<file path="src/rtl/imm_gen_pipe.sv">
// ----------------------------------------------------------------------------
// imm_gen_pipe
//   Registered, handshaked RV32I immediate generator for the decode stage.
//   Decodes the U/I/B/S/J immediate formats (and, optionally, the CSR zimm
//   Z format) from the raw instruction word, extends the result to XLEN bits,
//   and passes it through a 2-entry elastic buffer: an output register plus a
//   skid register. The buffer sustains one entry per cycle, and in_ready
//   depends only on registered state and rst.
//
//   Optional feature macro: IMM_ZEXT_EN
//     defined   -> ImmSrc=101 yields zero-extended Instr[19:15], legal
//     undefined -> ImmSrc=101 is illegal; no Z decode logic is built
//
//   Parameters
//     XLEN        output width, 32 or 64; upper bits replicate the sign
//
//   Ports
//     clk         clock, all state changes on posedge
//     rst         synchronous active-high reset
//     flush       drops every buffered entry and the entry accepted this cycle
//     in_valid    upstream entry valid
//     in_ready    buffer can accept (skid slot empty and not in reset)
//     Instr       raw 32-bit instruction word
//     ImmSrc      immediate format select
//     out_valid   ImmExt/ImmIllegal hold a valid entry
//     out_ready   downstream accepts the presented entry
//     ImmExt      extended immediate
//     ImmIllegal  ImmSrc code not supported; ImmExt is zero in that case
// ----------------------------------------------------------------------------
module imm_gen_pipe #(
    parameter int XLEN = 32
) (
    input  logic            clk,
    input  logic            rst,
    input  logic            flush,
    input  logic            in_valid,
    output logic            in_ready,
    input  logic [31:0]     Instr,
    input  logic [2:0]      ImmSrc,
    output logic            out_valid,
    input  logic            out_ready,
    output logic [XLEN-1:0] ImmExt,
    output logic            ImmIllegal
);

    logic [31:0]     decImm32;
    logic            decIll;
    logic [XLEN-1:0] decImm;

    logic            accept;
    logic            emit;

    logic            outValid_q,  outValid_d;
    logic [XLEN-1:0] outImm_q,    outImm_d;
    logic            outIll_q,    outIll_d;
    logic            skidValid_q, skidValid_d;
    logic [XLEN-1:0] skidImm_q,   skidImm_d;
    logic            skidIll_q,   skidIll_d;

    // The opcode field never contributes to an immediate.
    logic unusedOpcode;
    assign unusedOpcode = ^Instr[6:0];

    // Format decode into a 32-bit immediate. Unsupported codes produce zero
    // and raise the illegal flag, but still travel through the buffer.
    always_comb begin
        decImm32 = '0;
        decIll   = 1'b0;
        case (ImmSrc)
            3'b000: decImm32 = {Instr[31:12], 12'b0};
            3'b001: decImm32 = {{20{Instr[31]}}, Instr[31:20]};
            3'b010: decImm32 = {{19{Instr[31]}}, Instr[31], Instr[7],
                                Instr[30:25], Instr[11:8], 1'b0};
            3'b011: decImm32 = {{20{Instr[31]}}, Instr[31:25], Instr[11:7]};
            3'b100: decImm32 = {{11{Instr[31]}}, Instr[31], Instr[19:12],
                                Instr[20], Instr[30:21], 1'b0};
`ifdef IMM_ZEXT_EN
            3'b101: decImm32 = {27'b0, Instr[19:15]};
`endif
            default: begin
                decImm32 = '0;
                decIll   = 1'b1;
            end
        endcase
    end

    // Widening to XLEN. Bit 31 of the 32-bit result equals Instr[31] for every
    // sign-extended format and is 0 for zimm and illegal codes, so it is the
    // right fill bit in all cases.
    generate
        if (XLEN > 32) begin : gWiden
            assign decImm = {{(XLEN-32){decImm32[31]}}, decImm32};
        end else begin : gNarrow
            assign decImm = decImm32;
        end
    endgenerate

    // Handshake events. The skid slot being full is the only thing that
    // stops the buffer from accepting.
    assign in_ready = !skidValid_q && !rst;
    assign accept   = in_valid && in_ready;
    assign emit     = outValid_q && out_ready;

    // Buffer next state. When the output slot frees up, the skid entry has
    // priority over a new arrival; in_ready is low whenever the skid slot is
    // full, so the two can never compete. A new arrival goes to the skid slot
    // only while the output slot is stalled. Flush clears the valid bits and
    // leaves stale data behind.
    always_comb begin
        outValid_d  = outValid_q;
        outImm_d    = outImm_q;
        outIll_d    = outIll_q;
        skidValid_d = skidValid_q;
        skidImm_d   = skidImm_q;
        skidIll_d   = skidIll_q;
        if (flush) begin
            outValid_d  = 1'b0;
            skidValid_d = 1'b0;
        end else if (!outValid_q || emit) begin
            if (skidValid_q) begin
                outValid_d  = 1'b1;
                outImm_d    = skidImm_q;
                outIll_d    = skidIll_q;
                skidValid_d = 1'b0;
            end else if (accept) begin
                outValid_d = 1'b1;
                outImm_d   = decImm;
                outIll_d   = decIll;
            end else begin
                outValid_d = 1'b0;
            end
        end else if (accept) begin
            skidValid_d = 1'b1;
            skidImm_d   = decImm;
            skidIll_d   = decIll;
        end
    end

    // State registers. Reset clears data as well as the valid bits, so that
    // ImmExt and ImmIllegal read as zero after reset.
    always_ff @(posedge clk) begin
        if (rst) begin
            outValid_q  <= 1'b0;
            outImm_q    <= '0;
            outIll_q    <= 1'b0;
            skidValid_q <= 1'b0;
            skidImm_q   <= '0;
            skidIll_q   <= 1'b0;
        end else begin
            outValid_q  <= outValid_d;
            outImm_q    <= outImm_d;
            outIll_q    <= outIll_d;
            skidValid_q <= skidValid_d;
            skidImm_q   <= skidImm_d;
            skidIll_q   <= skidIll_d;
        end
    end

    assign out_valid  = outValid_q;
    assign ImmExt     = outImm_q;
    assign ImmIllegal = outIll_q;

endmodule

</file>
<file path="config.mk">
export PLATFORM = sky130hd
export DESIGN_NAME = imm_gen_pipe
export DESIGN_NICKNAME = d
export VERILOG_FILES = /design/src/rtl/imm_gen_pipe.sv
export SDC_FILE = /design/constraint.sdc
export NUM_CORES = 1
export LEC_CHECK = 0
export CORE_AREA = 2 2 109 69
export CTS_CLUSTER_DIAMETER = 100
export DETAILED_ROUTE_END_ITERATION = 6
export DIE_AREA = 0 0 111 71
export GPL_ROUTABILITY_DRIVEN = 0
export PLACE_DENSITY_LB_ADDON = 0.05
export SKIP_CTS_REPAIR_TIMING = 1
export SYNTH_ARGS = -nofsm -noshare
export SYNTH_HDL_FRONTEND = slang
export SYNTH_SLANG_ARGS = --single-unit
</file>
<file path="constraint.sdc">
create_clock -name clk -period 2.1 [get_ports clk]
set_input_delay 0.525 -clock clk [delete_from_list [all_inputs] [get_ports clk]]
set_output_delay 0.525 -clock clk [all_outputs]
set_load 0.02 [all_outputs]
</file>
Word level (Yosys, flattened, before mapping) --
Index checks and enable logic that the tools add are counted.
Cells by class: bitwise operators 2, multiplexer cells 8, equality and inequality tests 4, reduce and logical (&&, ||, !) cells 14
Operator list (count):
- $pmux W32 S5 | 1
- $mux W32 | 2
- $eq A3 B2 Y1 const B | 2
- $reduce_and A3 Y1 | 2
- $mux W1 | 5
- $reduce_or A5 Y1 | 1
- $eq A3 B1 Y1 const B | 1
- $eq A3 B3 Y1 const B | 1
- $logic_and A1 B1 Y1 | 3
- $logic_not A1 Y1 | 3
- $logic_not A3 Y1 | 1
- $reduce_or A3 Y1 | 1
- $not A1 Y1 | 2
- $reduce_bool A2 Y1 | 1
- $reduce_or A2 Y1 | 1
- $logic_or A1 B1 Y1 | 1
Word-level totals: output and inout port bits 35, register bits 68, logic and storage cells 34, input port bits 40

Logic depth before layout (Yosys ltp) --
depth in word-level cells 5, depth in mapped cells 6

Worst setup path before layout --
No wires, ideal clock.
kind in2reg, start point input ImmSrc[1], end point register outImm_q[23] (netlist: ImmExt[23]), required time 2004 ps, data arrival time 1630 ps, path slack 374 ps, path buffers 2, stages 6, path through buf_2 -> o21a_4 -> nor3b_4 -> buf_6 -> nor3b_1 -> o41ai_2
On the way: word-level cells in the longest chain between the ends 4, elaborated cells between the ends (all ways) 8
RTL lines:
- start: declaration | RTL line 39 | input logic [2:0] ImmSrc,
- $eq A3 B3 Y1, or another cell as far along | RTL line 69 | case (ImmSrc)
- $pmux W32 S5 * | RTL line 69
- $mux W32 * | RTL line 125 | end else if (accept) begin
- $mux W32 * | RTL line 120 | if (skidValid_q) begin
- end signal: assignment | RTL line 151 | outImm_q <= outImm_d;
- end: declaration | RTL line 54 | logic [XLEN-1:0] outImm_q, outImm_d;
Mark *: on every way between the ends. The rest lies on a longest branch, timed or not. The select of a mux whose other input is x is not followed. A chain may end at the register's enable or synchronous reset.

Worst setup path after layout --
start point input ImmSrc[2], end point register outImm_q[27] (netlist: ImmExt[27])
The elaborated chain is that of the path after synthesis.

==> metrics <==
status completed; Syn Area/Cell 9.18 um2; EDFF count, synth 0; CTS sink count 68; die area 7880 um2; fin area 4470 um2; Finish-stage setup viols 0; Mapped Cells 361; FF+latch count, synth 68; first-pass GRT wire length 14.7 mm; RSZ-0062 raised after global routing false; WP buf/inv 2; Fmax 506 MHz; drt via density 5.76; die width 111 um; Final min period 1.98 ns; Antenna Violating Nets Remaining 0; Worst slew margin 40.3%; final wirelength 8.82 mm; share of cells above drive strength 1 14.9%; Num CTS Buffers 9; PwrDens 728 nW/um2; max cap viols 0; Pleak 1.56 nW; Non-Filler Instances 527; worst min-delay path class register to register; Avg WL per Cell 16.7 um; most common cell after layout, fill and taps aside dfxtp_1; Synth cell types 35; WHS 0.454 ns; Layout Utilization 64.4%; async set or reset register ratio after synthesis 0%; Setup TNS 0 ns; Worst-Skew Late Latency 0.33 ns; total track usage 23.4%; root buffer cell clkbuf_16; Syn Std Cell Area 3310 um2; DRC Markers 0; ant diodes 0; largest stage delay on the critical path 0.54 ns; I/O pin total 75; TritonRoute pass-1 iters 5; DP Cell Count 511; total power 3.25 mW; Rows 24; Seq/Total Area, Yosys 41.1%; WS Path Type primary input to register; Placement Cell Area 4160 um2; Clock Skew 0.00649 ns; drt initial violations 135; nets@finish 471; Primary FF master, synth dfxtp_1; final setup margin 0.122 ns; CP Launch Type primary input; most frequent cells in the layout dfxtp_1 (67), clkdlybuf4s50_1 (65), a211oi_1 (44), nor2_1 (36), buf_4 (28); initial antenna violation count 0; crit path DAT 2.21 ns; Worst Path Max Fanout 13; clk buf depth 2; CP max stage cell clkdlybuf4s50_1; Yosys Warn Count 0; Tcrit/Tclk final 94.2%; Critical Path RT 2.34 ns; Core ar. 6940 um2; final hold violation count 0; DP Worst Slack -0.188 ns; Worst IR Drop VDD 0.516 mV; Buffers on Ports 67; synthesis-to-finish area growth 34.7%; largest net degree at the start of global routing 92; CP Cell Sequence clkdlybuf4s50_1 > nor3_4 > buf_4 > nand2_1 > nor3b_1 > o41ai_2; CTS tree yes; CP top delay family buffers and inverters; fin. max-slew vios 0; Worst-Margin Slew 0.895 ns; vias in the first global route 2,907; Max H-tree Level 3; Reg clk slew, reported paths 0.06 ns; post-DP HPWL 5.83 mm; Worst Setup End Kind register; GRT Residual Overflow 0; Via Count 3,035; DIE HEIGHT 71 um; synthesized net count 401; Starting Density 47.8%
area by class of cell:
class / count / area [um2]
inverters: 1 / 3.75
repair buffers: 97 / 918
clock inverters: 6 / 63.8
multi-input cells: 254 / 1760
fillers: 571 / 2470
well taps: 91 / 114
clock buffers: 10 / 239
flip-flops and latches: 68 / 1360
flip-flops by register name, indices dropped and copies added, names as in the netlist:
| name | count |
|---|---|
| skidIll_q | 1 |
| ImmExt | 32 |
| ImmIllegal | 1 |
| out_valid | 1 |
| skidImm_q | 32 |
| skidValid_q | 1 |
final timing paths:
kind / from / end / slack [ns] / depth (start not counted)
setup reg to reg: skidValid_q / ImmExt[5] / 0.45 / 5
hold reg to reg: skidImm_q[8] / skidImm_q[8] / 0.45 / 2
hold / removal: skidImm_q[8] / skidImm_q[8] / 0.45 / 2
setup / recovery: ImmSrc[2] / ImmExt[27] / 0.12 / 6
where the power goes:
| part | internal (mW) | switching (mW) |
|---|---|---|
| clock | 0.948 | 0.569 |
| sequential | 1.32 | 0.0137 |
| combinational | 0.194 | 0.209 |
| total | 2.46 | 0.791 |
synth_stat cells (2+ instances only):
master / number / area, um2
nor3_1: 18 / 90.1
nor2_1: 36 / 135
nand2_1: 21 / 78.8
a211oi_1: 44 / 330
nor3b_1: 10 / 75.1
o211ai_1: 6 / 45.0
clkbuf_1: 21 / 78.8
a221oi_1: 4 / 35.0
o41ai_2: 10 / 163
a21oi_1: 11 / 55.1
buf_2: 10 / 50.1
buf_4: 4 / 30.0
o41ai_1: 9 / 78.8
nor4bb_1: 4 / 40.0
nand4b_1: 5 / 43.8
nor4b_1: 7 / 61.3
buf_6: 2 / 22.5
dfxtp_1: 68 / 1360
nand3_1: 6 / 30.0
mux2i_1: 2 / 20.0
nor2b_1: 22 / 138
nor3b_4: 2 / 37.5
nand3b_1: 27 / 203
kinds of logic after synthesis:
logic type	Yosys count	synth area share (%)
flops	68	41.1
simple gates	166	30.5
compound gates	86	22.1
buf+inv	39	5.70
mux	2	0.604
tightest hold or removal path, stage by stage, from the launching register on:
cell and delay (ns):
dfxtp_1 0.30, nand2_1 0.05, a21oi_1 0.05
per-layer routing:
| layer | global-route usage, % | wire length [um] |
|---|---|---|
| met5 | 0 | 0 |
| met2 | 34.9 | 3950 |
| met4 | 8.33 | 72 |
| met3 | 6.68 | 526 |
| met1 | 32.6 | 4270 |
No activity file was read; power rests on OpenSTA's default activity.
